## src/rtl/mult_funct3_pkg.sv

```systemverilog
// Shared multiplier definitions: funct3 encodings, request record, issue FSM states.
// Used by mult_req_fifo and mult_issue_unit.
package mult_funct3_pkg;

  typedef enum logic [2:0] {
    FUNCT3_MUL    = 3'b000,
    FUNCT3_MULH   = 3'b001,
    FUNCT3_MULHSU = 3'b010,
    FUNCT3_MULHU  = 3'b011
  } mult_funct3_t;

  localparam int MULT_FIFO_DEPTH = 2;

  typedef enum logic [2:0] {
    ST_IDLE,
    ST_ISSUE,
    ST_WAIT,
    ST_RESP,
    ST_DRAIN
  } issue_state_t;

  typedef struct packed {
    logic [2:0]  op;
    logic [31:0] rs1;
    logic [31:0] rs2;
    logic [4:0]  rd;
  } mult_req_t;

  // mul and mulh produce the same signed x signed 64-bit product.
  function automatic logic [1:0] sign_class(input logic [2:0] op);
    case (op)
      FUNCT3_MULHSU: return 2'd1;
      FUNCT3_MULHU:  return 2'd2;
      default:       return 2'd0;
    endcase
  endfunction

endpackage

```

## src/rtl/mult_issue_unit_fifo.sv

```systemverilog
// mult_req_fifo: small request FIFO with flush; pop data is the current head.
// Push and pop are both ignored in a flush cycle, so flush empties it next cycle.
module mult_req_fifo
  import mult_funct3_pkg::*;
#(
  parameter int WIDTH = $bits(mult_req_t),
  parameter int DEPTH = MULT_FIFO_DEPTH
) (
  input  logic             clk,
  input  logic             rst,
  input  logic             flush,
  input  logic             push,
  input  logic [WIDTH-1:0] push_data,
  input  logic             pop,
  output logic [WIDTH-1:0] pop_data,
  output logic             full,
  output logic             empty
);

  localparam int PTR_W = (DEPTH > 1) ? $clog2(DEPTH) : 1;
  localparam logic [PTR_W-1:0] PTR_ONE = PTR_W'(1);
  localparam logic [PTR_W-1:0] PTR_LAST = PTR_W'(DEPTH - 1);
  localparam logic [PTR_W:0] CNT_ONE = (PTR_W + 1)'(1);
  localparam logic [PTR_W:0] CNT_FULL = (PTR_W + 1)'(DEPTH);

  logic [WIDTH-1:0] mem [DEPTH];
  logic [PTR_W-1:0] wr_ptr;
  logic [PTR_W-1:0] rd_ptr;
  logic [PTR_W:0]   count;
  logic             do_push;
  logic             do_pop;

  function automatic logic [PTR_W-1:0] ptr_inc(input logic [PTR_W-1:0] p);
    return (p == PTR_LAST) ? '0 : p + PTR_ONE;
  endfunction

  assign full     = (count == CNT_FULL);
  assign empty    = (count == '0);
  assign do_push  = push && !full && !flush;
  assign do_pop   = pop && !empty && !flush;
  assign pop_data = mem[rd_ptr];

  always_ff @(posedge clk) begin
    if (rst || flush) begin
      wr_ptr <= '0;
      rd_ptr <= '0;
      count  <= '0;
    end else begin
      if (do_push) wr_ptr <= ptr_inc(wr_ptr);
      if (do_pop)  rd_ptr <= ptr_inc(rd_ptr);
      case ({do_push, do_pop})
        2'b10:   count <= count + CNT_ONE;
        2'b01:   count <= count - CNT_ONE;
        default: count <= count;
      endcase
    end
  end

  always_ff @(posedge clk) begin
    if (do_push) mem[wr_ptr] <= push_data;
  end

endmodule

```

## src/rtl/mult_issue_unit.sv

```systemverilog
// Issues queued multiply requests one at a time to an external multiplier and returns results.
// Optional MULT_PRODUCT_REUSE_EN: reuse the last product when operands and signedness class match.
module mult_issue_unit
  import mult_funct3_pkg::*;
(
  input  logic        clk,
  input  logic        rst,
  input  logic        flush,
  input  logic        req_valid,
  output logic        req_ready,
  input  logic [2:0]  req_op,
  input  logic [31:0] req_rs1,
  input  logic [31:0] req_rs2,
  input  logic [4:0]  req_rd,
  output logic        mul_start,
  output logic [2:0]  mul_op,
  output logic [31:0] mul_a,
  output logic [31:0] mul_b,
  input  logic        mul_done,
  input  logic [63:0] mul_product,
  output logic        resp_valid,
  input  logic        resp_ready,
  output logic [4:0]  resp_rd,
  output logic [31:0] resp_data
);

  issue_state_t state;
  issue_state_t state_next;
  mult_req_t    push_req;
  mult_req_t    head_req;
  logic         fifo_full;
  logic         fifo_empty;
  logic         fifo_pop;
  logic         load_req;
  logic         load_product;
  logic         reuse_hit;
  logic [63:0]  reuse_product;
  logic [2:0]   op_reg;
  logic [31:0]  a_reg;
  logic [31:0]  b_reg;
  logic [4:0]   rd_reg;
  logic [63:0]  product_reg;

  assign push_req  = '{op: req_op, rs1: req_rs1, rs2: req_rs2, rd: req_rd};
  assign req_ready = !fifo_full && (state != ST_DRAIN);

  mult_req_fifo #(
    .WIDTH($bits(mult_req_t)),
    .DEPTH(MULT_FIFO_DEPTH)
  ) u_fifo (
    .clk       (clk),
    .rst       (rst),
    .flush     (flush),
    .push      (req_valid && req_ready),
    .push_data (push_req),
    .pop       (fifo_pop),
    .pop_data  (head_req),
    .full      (fifo_full),
    .empty     (fifo_empty)
  );

`ifdef MULT_PRODUCT_REUSE_EN
  logic        reuse_valid;
  logic [31:0] reuse_a;
  logic [31:0] reuse_b;
  logic [1:0]  reuse_class;

  assign reuse_hit = reuse_valid && (head_req.rs1 == reuse_a) && (head_req.rs2 == reuse_b)
                     && (sign_class(head_req.op) == reuse_class);

  // Only products actually delivered to a response are remembered; drained ones are not.
  always_ff @(posedge clk) begin
    if (rst || flush) begin
      reuse_valid <= 1'b0;
    end else if (load_product) begin
      reuse_valid   <= 1'b1;
      reuse_a       <= a_reg;
      reuse_b       <= b_reg;
      reuse_class   <= sign_class(op_reg);
      reuse_product <= mul_product;
    end
  end
`else
  assign reuse_hit     = 1'b0;
  assign reuse_product = '0;
`endif

  always_comb begin
    state_next   = state;
    fifo_pop     = 1'b0;
    load_req     = 1'b0;
    load_product = 1'b0;
    case (state)
      ST_IDLE: begin
        if (!flush && !fifo_empty) begin
          fifo_pop   = 1'b1;
          load_req   = 1'b1;
          state_next = reuse_hit ? ST_RESP : ST_ISSUE;
        end
      end
      ST_ISSUE: state_next = flush ? ST_IDLE : ST_WAIT;
      ST_WAIT: begin
        if (flush) begin
          state_next = mul_done ? ST_IDLE : ST_DRAIN;
        end else if (mul_done) begin
          load_product = 1'b1;
          state_next   = ST_RESP;
        end
      end
      ST_RESP:  if (flush || resp_ready) state_next = ST_IDLE;
      ST_DRAIN: if (mul_done) state_next = ST_IDLE;
      default:  state_next = ST_IDLE;
    endcase
  end

  always_ff @(posedge clk) begin
    if (rst) begin
      state       <= ST_IDLE;
      op_reg      <= '0;
      a_reg       <= '0;
      b_reg       <= '0;
      rd_reg      <= '0;
      product_reg <= '0;
    end else begin
      state <= state_next;
      if (load_req) begin
        op_reg <= head_req.op;
        a_reg  <= head_req.rs1;
        b_reg  <= head_req.rs2;
        rd_reg <= head_req.rd;
      end
      if (load_req && reuse_hit) begin
        product_reg <= reuse_product;
      end else if (load_product) begin
        product_reg <= mul_product;
      end
    end
  end

  // A flush in ISSUE suppresses the start so no orphaned multiply is launched.
  assign mul_start  = (state == ST_ISSUE) && !flush;
  assign mul_op     = op_reg;
  assign mul_a      = a_reg;
  assign mul_b      = b_reg;
  assign resp_valid = (state == ST_RESP);
  assign resp_rd    = rd_reg;
  assign resp_data  = (op_reg == FUNCT3_MUL) ? product_reg[31:0] : product_reg[63:32];

endmodule

```

## config.mk

```make
export PLATFORM = sky130hd
export DESIGN_NAME = mult_issue_unit
export DESIGN_NICKNAME = d
export VERILOG_FILES = /design/src/rtl/mult_funct3_pkg.sv /design/src/rtl/mult_issue_unit_fifo.sv /design/src/rtl/mult_issue_unit.sv
export SDC_FILE = /design/constraint.sdc
export NUM_CORES = 1
export LEC_CHECK = 0
export BUFFER_PORTS_ARGS = -buffer_cell sky130_fd_sc_hd__buf_2
export CORE_MARGIN = 2
export CORE_UTILIZATION = 50
export CTS_BUF_LIST = sky130_fd_sc_hd__clkbuf_8
export DETAILED_ROUTE_END_ITERATION = 10
export PLACE_DENSITY_LB_ADDON = 0.15
export REMOVE_ABC_BUFFERS = 1
export SLEW_MARGIN = 20
export SYNTH_ARGS = -nofsm -noshare
export SYNTH_HDL_FRONTEND = slang
export SYNTH_SLANG_ARGS = --single-unit
```

## constraint.sdc

```tcl
create_clock -name clk -period 7.05 [get_ports clk]
set_input_delay 1.0575 -clock clk [delete_from_list [all_inputs] [get_ports clk]]
set_output_delay 1.0575 -clock clk [all_outputs]
set_load 0.01 [all_outputs]
```

; Word level (Yosys, flattened, before mapping)
; Memories as Yosys holds them, arrays and structs flattened. A register that Yosys moved wholly into a read port is not among the register bits.
; Index checks and enable logic that the tools add are counted.
[word_totals]
regBits = 71
ramBits = 144
in_bits = 142
out_inout_bits = 107
n_memories = 1
[mem_list]
columns = memory, words, word_bits, read_ports, rd_ports_with_merged_regs, write_ports, line_no
row1 = u_fifo.mem, 2, 72, 1, 1, 1, mult_issue_unit_fifo.sv:26  ; logic [WIDTH-1:0] mem [DEPTH];
[classes]
add_sub_neg = 4
n_eq_ne = 12
muxes = 19
reduce_logical = 18
[ops]
columns = operator, n
row1 = two-way mux 32 bit, 1
row2 = two-way mux 3 bit, 6
row3 = one-hot mux 3 bit (5 select lines), 1
row4 = two-way mux 1 bit, 9
row5 = logical AND 1 bit, 8
row6 = equality test 3 x 2 -> 1 bit (second input constant), 2
row7 = zero test 3 bit, 2
row8 = inequality test 3 bit (second input constant), 2
row9 = equality test 2 bit (second input constant), 2
row10 = inequality test 2 bit (second input constant), 2
row11 = one-hot mux 2 bit (2 select lines), 1
row12 = AND reduction 4 bit, 1
row13 = equality test 3 x 1 -> 1 bit (second input constant), 1
row14 = equality test 3 bit (second input constant), 1
row15 = zero test 1 bit, 3
row16 = adder 1 bit (second input constant), 2
row17 = adder 2 x 1 -> 2 bit (second input constant), 1
row18 = equality test 2 x 1 -> 1 bit (second input constant), 1
row19 = zero test 2 bit, 1
row20 = logical OR 1 bit, 2
row21 = two-way mux 2 bit, 1
row22 = inequality test 2 x 1 -> 1 bit (second input constant), 1
row23 = nonzero test 2 bit, 1
row24 = subtractor 2 x 1 -> 2 bit (second input constant), 1

; Longest topological paths before layout
; Gate-level depths: netlist (run 1).
[depth]
depth_word = 9
depth_mapped = 10

; Modules after synthesis
; A second synthesis (run 1) with hierarchy kept.
[hier_totals]
cells_unflattened = 900
hier_area_um2 = 12155.4
[by_module_without_submodules]
columns = module, n_inst, cells_per_inst, area_per_inst_um2, seq_area_each_um2
row1 = mult_issue_unit, 1, 648, 6749.0, 2782.7
row2 = mult_req_fifo, 1, 252, 5406.4, 4424.2

; Least setup slack after synthesis (run 1)
; No wires, ideal clock.
[synth_timing]
kind = input -> register
from = input port req_valid
to = memory u_fifo.mem[0][0] (netlist name), enable pin
arrival_time_ps = 4577
slack_ps = 1970
cell_stages = 4
n_path_buf = 0
path_cell_list = inv_1 a211o_1 or2_1 nor2_1
[synth_between]
elab_chain_cells = 5
[synth_rtl]
columns = element, line_no
row1 = "start, declared", mult_issue_unit.sv:9  ; input logic req_valid,
row2 = logical AND 1 bit, mult_issue_unit.sv:54  ; .push (req_valid && req_ready),
row3 = logical AND 1 bit (2 in a row), mult_issue_unit_fifo.sv:39  ; assign do_push = push && !full && !flush;
row4 = two-way mux 1 bit, mult_issue_unit_fifo.sv:60  ; if (do_push) mem[wr_ptr] <= push_data;
row5 = two-way mux 1 bit (not written as such), mult_issue_unit_fifo.sv:60
row6 = "end, declared", mult_issue_unit_fifo.sv:26
; No other way between the ends.

; Worst setup path after layout (run 1)
[layout_timing]
from = register state[1]
to = memory u_fifo.mem[1][46] (netlist name), enable pin
[layout_between]
elab_chain_cells = 7
[layout_rtl]
columns = element, line_no
row1 = "start, declared", mult_issue_unit.sv:27  ; issue_state_t state;
row2 = "start signal, assigned", mult_issue_unit.sv:125  ; state <= state_next;
row3 = inequality test 3 bit, mult_issue_unit.sv:45  ; assign req_ready = !fifo_full && (state != ST_DRAIN);
row4 = logical AND 1 bit, mult_issue_unit.sv:45
row5 = logical AND 1 bit, mult_issue_unit.sv:54
row6 = logical AND 1 bit (2 in a row), mult_issue_unit_fifo.sv:39
row7 = two-way mux 1 bit, mult_issue_unit_fifo.sv:60
row8 = two-way mux 1 bit (not written as such), mult_issue_unit_fifo.sv:60
; No other way between the ends.

==> impl_results.md, run 1 <==
- Clock latency at the later pin of the worst-skew pair: 0.54 ns
- Post-cts hold buffer count: 0
- Arrival time of data at the critical path endpoint: 3.30 ns
- Number of storage elements in the synthesis netlist: 287
- Worst path cell trace: nor2_1 -> a211o_1 -> or2_1 -> nor2_4 -> buf_4
- Inserted Clock Buffers: 48
- Total setup buffers inserted after CTS: 0
- Sinks on Clock Net: 287
- Maximum number of pins on one net before global-route repair: 90
- Slew Viols, Final: 0
- Total leakage power: 4.94 nW
- Congestion Overflow GR: 0
- Global placer's final weighted congestion: 0.749
- Detail Route Antenna Nets: 0
- Endpoint of the worst-slack reg-to-reg timing path: u_fifo.mem[1][46]
- Post-synth cell types: 36
- TNS Setup: 0 ns
- Sequential cell area in the final layout: 0.00719 mm2
- Highest clock rate: 320 MHz
- Final #Nets: 1,220
- Cell area after synthesis: 0.0109 mm2
- Register-to-Register Setup Slack: 3.92 ns
- Run status: completed
- Number of global-route vias before repair: 6,781
- Maximum fanout encountered on the critical timing path: 42
- Critical path data required time: 7.22 ns
- Capturing element type of the critical path: flip-flop
- Detailed router's first-iteration violation count: 362
- Synth area leaders: sky130_fd_sc_hd__edfxtp_1 (40%), sky130_fd_sc_hd__dfxtp_1 (26%), sky130_fd_sc_hd__a211oi_2 (7.7%), sky130_fd_sc_hd__mux2i_1 (6.8%), sky130_fd_sc_hd__nand2_1 (4.4%)
- Cells on worst reg2reg path: 5
- Maximum single-stage delay on the critical path: 0.75 ns
- Slew of the pin with the lowest slew margin: 1.00 ns
- Fill count: 1,803
- Worst setup path category: reg -> reg
- Areal power density over the cells: 265 mW/mm2
- Startpoint class of the critical path: flip-flop
- Number of instances resized during post-cts repair: 0
- Area taken by multi-input logic gates: 0.00337 mm2
- Number of instances in the synthesized netlist: 831
- Ratio of final minimum period to clock period: 44.3%
- Sequential element share of the synthesized area: 65.9%
- Clock transition at path regs: 0.06 ns
- Crit path time final: 3.13 ns
- Antenna violations before repair: 3
- Detailed-route wire length per cell: 16.2 um
- Final hold violation count: 0
- Die Footprint: 0.0230 mm2
- Area share of the largest cell type after synthesis: 39.6%
- Leading register cell type out of synthesis: sky130_fd_sc_hd__edfxtp_1
- Cell at the slowest stage of the critical path: sky130_fd_sc_hd__nor2_4
- Initial core utilization: 50.5%
- Top cell types by occurrence after synthesis: sky130_fd_sc_hd__edfxtp_1 (144), sky130_fd_sc_hd__dfxtp_1 (143), sky130_fd_sc_hd__nand2_1 (128)
- Vias: 7,048
- Total of warnings raised by yosys: 0
- Worst-case vdd ir drop: 181 uV
- Rows: 54
- Slew margin rel.: 33.0%
- Async set-reset flop share out of synthesis: 0%
- Ports: 249
- Largest register FFs: 144
- H-tree depth: 2
- CORE AREA: 0.0216 mm2
- Overall fraction of global-route tracks in use: 18.8%
- Drt drc: 0
- Drt via density: 5.04
- Reg-to-reg startpoint: state[1]
- Die height: 152 um
- End point of the critical path: u_fifo.mem[1][46]
- Max cap viols: 0
- Dpl hpwl: 14,000 um
- Clock tree from TritonCTS: built
- Number of enable-type register cells in the synthesized netlist: 144
- Min-Delay Startpoint: product_reg[61]
- Wire length of the first global-routing pass: 34,000 um
- Cell type with the largest total area after synthesis: sky130_fd_sc_hd__edfxtp_1
- Finish-stage setup viols: 0
- Source of the critical timing path: state[1]
- Layout cell share with drive strength beyond 1: 36.8%
- Number of search-and-repair iterations in the first detailed-routing pass: 4
- Maximum clock insertion buffer count: 3
- Clock tree skew after final layout: 0.00936 ns
- Die Wd: 152 um
- Post-synthesis area per instance: 13.1 um2
- Minimum hold slack: 0.452 ns
- Post-Route WL: 22,700 um
- Most repeated cell in the gate-level netlist after synthesis: sky130_fd_sc_hd__edfxtp_1
- Count of input and output buffers: 248
- RSZ-0062 raised after global routing: false
- Buffer type at the clock tree root: sky130_fd_sc_hd__clkbuf_8
- Worst min-delay path category: reg -> reg
- Area Growth Syn to Fin: 20.8%
## worst max-delay path, delay by kind of cell (launching register included)
kind,cells,cell delay [ns]
simple gates,3,1.21
buf+inv,1,0.65
flops,1,0.53
compound gates,1,0.34
## logic make-up (layout without fill, tap and decap cells)
logic type / count (synthesis) / in the layout / synth area share, %
xor+xnor: 6 / 6 / 0.482
compound gates: 142 / 142 / 11.5
mux: 107 / 107 / 10.2
fa+ha+maj: 1 / 1 / 0.115
simple gates: 225 / 225 / 8.36
buf+inv: 63 / 348 / 3.51
other cells: 0 / 3 / 0
flops: 287 / 287 / 65.9
## power breakdown
| part | total, W | leakage (nW) | switching (W) | internal [W] |
|---|---|---|---|---|
| logic | 0.000263 | 1.90 | 0.000153 | 0.000110 |
| registers | 0.00184 | 2.48 | 0.0000278 | 0.00181 |
| clock network | 0.00138 | 0.564 | 0.000620 | 0.000763 |
## cell usage in the layout (no fill, tap or decap), drive strengths merged
cell type / synthesis / final
nor4bb: 1 / 1
nand2: 128 / 128
inv: 3 / 27
dfxtp: 143 / 143
mux2: 33 / 33
a22o: 1 / 1
o311ai: 1 / 1
nor3: 5 / 5
a211o: 1 / 1
a21oi: 65 / 65
nand2b: 1 / 1
clkbuf: 16 / 60
and3b: 1 / 1
diode: 0 / 3
a211oi: 72 / 72
nor2b: 2 / 2
clkinvlp: 0 / 2
or2: 1 / 1
clkinv: 0 / 3
ha: 1 / 1
xor2: 2 / 2
nand4b: 2 / 2
o211ai: 1 / 1
and4b: 1 / 1
a2111oi: 1 / 1
nor4b: 1 / 1
edfxtp: 144 / 144
mux2i: 74 / 74
and3: 1 / 1
xnor2: 4 / 4
nor2: 80 / 80
nand3b: 1 / 1
buf: 44 / 256
## final cells by class
class | instances | area share, %
flip-flops and latches | 287 | 54.6
repair buffers | 256 | 9.92
inverters | 3 | 0.0854
clock inverters | 29 | 0.883
diodes | 3 | 0.0570
multi-input cells | 481 | 25.6
well taps | 280 | 2.66
clock buffers | 60 | 6.27
## metal layers
layer	track usage [%]	routed length, um	up-vias	share of wire [%]
met5	0	0	-	0
met4	6.48	508	0	2.2
met3	4.19	1220	30	5.4
met2	31.6	11200	181	49
met1	24.1	9810	3363	43
li1	-	-	3474	-
## metrics by stage
stage	utilization (%)	std cells	total power (W)	area, um2	setup WS, ns
after floorplan	-	771	0.00202	10500	1.28
after global placement	56.6	1307	0.00214	12200	3.44
final	61.0	1399	0.00349	13200	3.92
after global routing	61.0	1399	0.00364	13200	3.70
after detailed placement	56.6	1307	0.00214	12200	3.43
after CTS	60.9	1396	0.00354	13200	3.85
## worst min-delay path by stage
stage / to / slack [ns] / depth (start not counted)
after global placement: product_reg[55] / 0.44 / 2
after floorplan: product_reg[33] / 0.43 / 2
final: product_reg[61] / 0.45 / 2
after CTS: product_reg[24] / 0.45 / 2
after detailed placement: product_reg[24] / 0.45 / 2
after global routing: product_reg[20] / 0.47 / 2
Note: power is estimated with default switching activity, not from simulation.
==> inputs of run 2 (changes only) <==
- clock period: 7.05 -> 2.85 ns (I/O delays scaled with it)
==> impl_results.md, run 2 (synthesis gave the netlist of run 1 again) <==
- Run status: completed
- Overall fraction of global-route tracks in use: 18.4% (-0.39 points)
- Final #Nets: 1,224 (+0.33%)
- Detail Route Antenna Nets: 0 (unchanged)
- Total power of the final layout: 0.00837 W (+140%)
- Worst setup path category: reg -> out
- Area Growth Syn to Fin: 21.0%
- Drt via density: 5.00 (-0.67%)
- Global placer's final weighted congestion: 0.744 (-0.67%)
- Total leakage power: 4.92 nW (-0.39%)
- Critical path's top delay family: buffers and inverters
- Number of search-and-repair iterations in the first detailed-routing pass: 4 (unchanged)
- Post-cts hold buffer count: 0 (unchanged)
- Post-Route WL: 22,100 um (-2.7%)
- Max cap viols: 0 (unchanged)
- Cell area after layout: 0.0132 mm2 (+0.14%)
- Detailed router's first-iteration violation count: 244 (-33%)
- Die Wd: 152 um (unchanged)
- Finish-stage setup viols: 0 (unchanged)
- Sinks on Clock Net: 287 (unchanged)
- Total setup buffers inserted after CTS: 0 (unchanged)
- Maximum clock insertion buffer count: 3 (unchanged)
- Capturing element type of the critical path: primary output
- Fill count: 1,793 (-0.55%)
- Number of global-route vias before repair: 6,759 (-0.32%)
- Largest register FFs: 144 (unchanged)
- Maximum number of pins on one net before global-route repair: 91 (+1.1%)
- Drt drc: 0 (unchanged)
- Clock transition at path regs: 0.06 ns (about the same)
- Number of instances resized during post-cts repair: 0 (unchanged)
- Buffer type at the clock tree root: sky130_fd_sc_hd__clkbuf_8
- Combined buffer and inverter count along the critical path: 2 (+1)
- Initial core utilization: 50.5% (unchanged)
- Arrival time of data at the critical path endpoint: 2.03 ns (-1.27 ns)
- Inserted Clock Buffers: 46 (-4.2%)
- Worst path cell trace: nor3_4 -> buf_4 -> mux2_2 -> buf_2
- Detailed-route wire length per cell: 15.7 um (-2.9%)
- Number of standard cells in the layout, taps in and fillers out: 1,402 (+0.21%)
- Wire length of the first global-routing pass: 33,500 um (-1.5%)
- Critical path data required time: 2.42 ns (-4.80 ns)
- Worst min-delay path category: in -> reg
- Slew of the pin with the lowest slew margin: 0.674 ns (-0.330 ns)
- Dpl hpwl: 13,800 um (-1.4%)
- Final hold violation count: 0 (unchanged)
- Clock latency at the later pin of the worst-skew pair: 0.54 ns (about the same)
- Maximum single-stage delay on the critical path: 0.43 ns (-0.32 ns)
- Count of input and output buffers: 248 (unchanged)
- Worst-case vdd ir drop: 394 uV (+120%)
- Ratio of final minimum period to clock period: 86.1%
- Ports: 249 (unchanged)
- Clock tree from TritonCTS: built
- Areal power density over the cells: 634 mW/mm2 (+140%)
- Cell at the slowest stage of the critical path: sky130_fd_sc_hd__buf_4
- Maximum fanout encountered on the critical timing path: 32 (-24%)
- Placed Instance Area: 0.0123 mm2 (+0.96%)
- Congestion Overflow GR: 0 (unchanged)
- Most common cell after layout, fill and taps aside: sky130_fd_sc_hd__buf_2
- Clock tree skew after final layout: 0.0200 ns (+0.0107 ns)
- RSZ-0062 raised after global routing: false
- CORE AREA: 0.0216 mm2 (unchanged)
- H-tree depth: 2 (unchanged)
- Cells after DPL: 1,313 (+0.46%)
- Crit path time final: 2.46 ns
- Vias: 7,016 (-0.45%)
- Layout cell share with drive strength beyond 1: 37.4% (+0.54 points)
- Highest clock rate: 407 MHz
- Rows: 54 (unchanged)
- Die height: 152 um (unchanged)
- Slew Viols, Final: 0 (unchanged)
- Slew margin rel.: 55.1% (+22 points)
- Die Footprint: 0.0230 mm2 (unchanged)
- Startpoint class of the critical path: flip-flop
- Commonest cells after routing, fill and taps aside: sky130_fd_sc_hd__buf_2 (247), sky130_fd_sc_hd__edfxtp_1 (144), sky130_fd_sc_hd__dfxtp_1 (142), sky130_fd_sc_hd__nand2_1 (128), sky130_fd_sc_hd__nor2_1 (77)
- Antenna violations before repair: 6 (+3)
-- run 2: changes by cell type in the layout (fill, tap and decap cells not counted), sizes merged --
cell	before	now
clkbuf	60	50
clkinv	3	14
buf	256	262
inv	27	20
diode	3	6
-- run 2: path summary, 6_finish.rpt --
kind	depth (start not counted)	from	slack (ns)	end
setup reg to reg	5	state[1]	0.60	u_fifo.mem[0][50]
setup / recovery	4	mul_op[0]	0.39	resp_data[0]
hold reg to reg	2	product_reg[60]	0.45	product_reg[60]
hold / removal	1	req_rs1[17]	0.07	u_fifo.mem[0][54]
-- run 2: routing by layer --
metal | GRT usage, % | routed length [um] | vias up
met5 | 0 | 0 | -
met4 | 6.44 | 465 | 0
met3 | 5.33 | 1350 | 36
met2 | 30.3 | 10800 | 172
met1 | 23.2 | 9420 | 3324
li1 | - | - | 3484
-- run 2: per-stage QoR --
stage	hold slack (ns)	utilization, %	worst slack [ns]	setup TNS (ns)
after floorplan	0.426	-	-2.31	-387.40
after global placement	0.439	57.1	0.692	0
after detailed placement	0.442	57.1	0.629	0
after CTS	0.0334	61.0	0.344	0
after global routing	0.0276	61.0	0.274	0
final	0.0689	61.0	0.395	0
-- run 2: cell type report --
class	instances	area, um2	share of cell area (%)
Antenna cell	6	15.0	0.114
Clock buffer	50	688	5.21
Clock inverter	33	148	1.12
Inverter	3	11.3	0.0853
Multi-Input combinational cell	481	3370	25.5
Sequential cell	287	7190	54.5
Tap cell	280	350	2.65
Timing Repair Buffer	262	1430	10.8
-- run 2: power by group --
group	switching [W]	leakage (nW)	internal (W)	total (W)
sequential	0.0000684	2.48	0.00448	0.00455
clock	0.00154	0.493	0.00162	0.00316
combinational	0.000376	1.95	0.000282	0.000658
total	0.00198	4.92	0.00639	0.00837
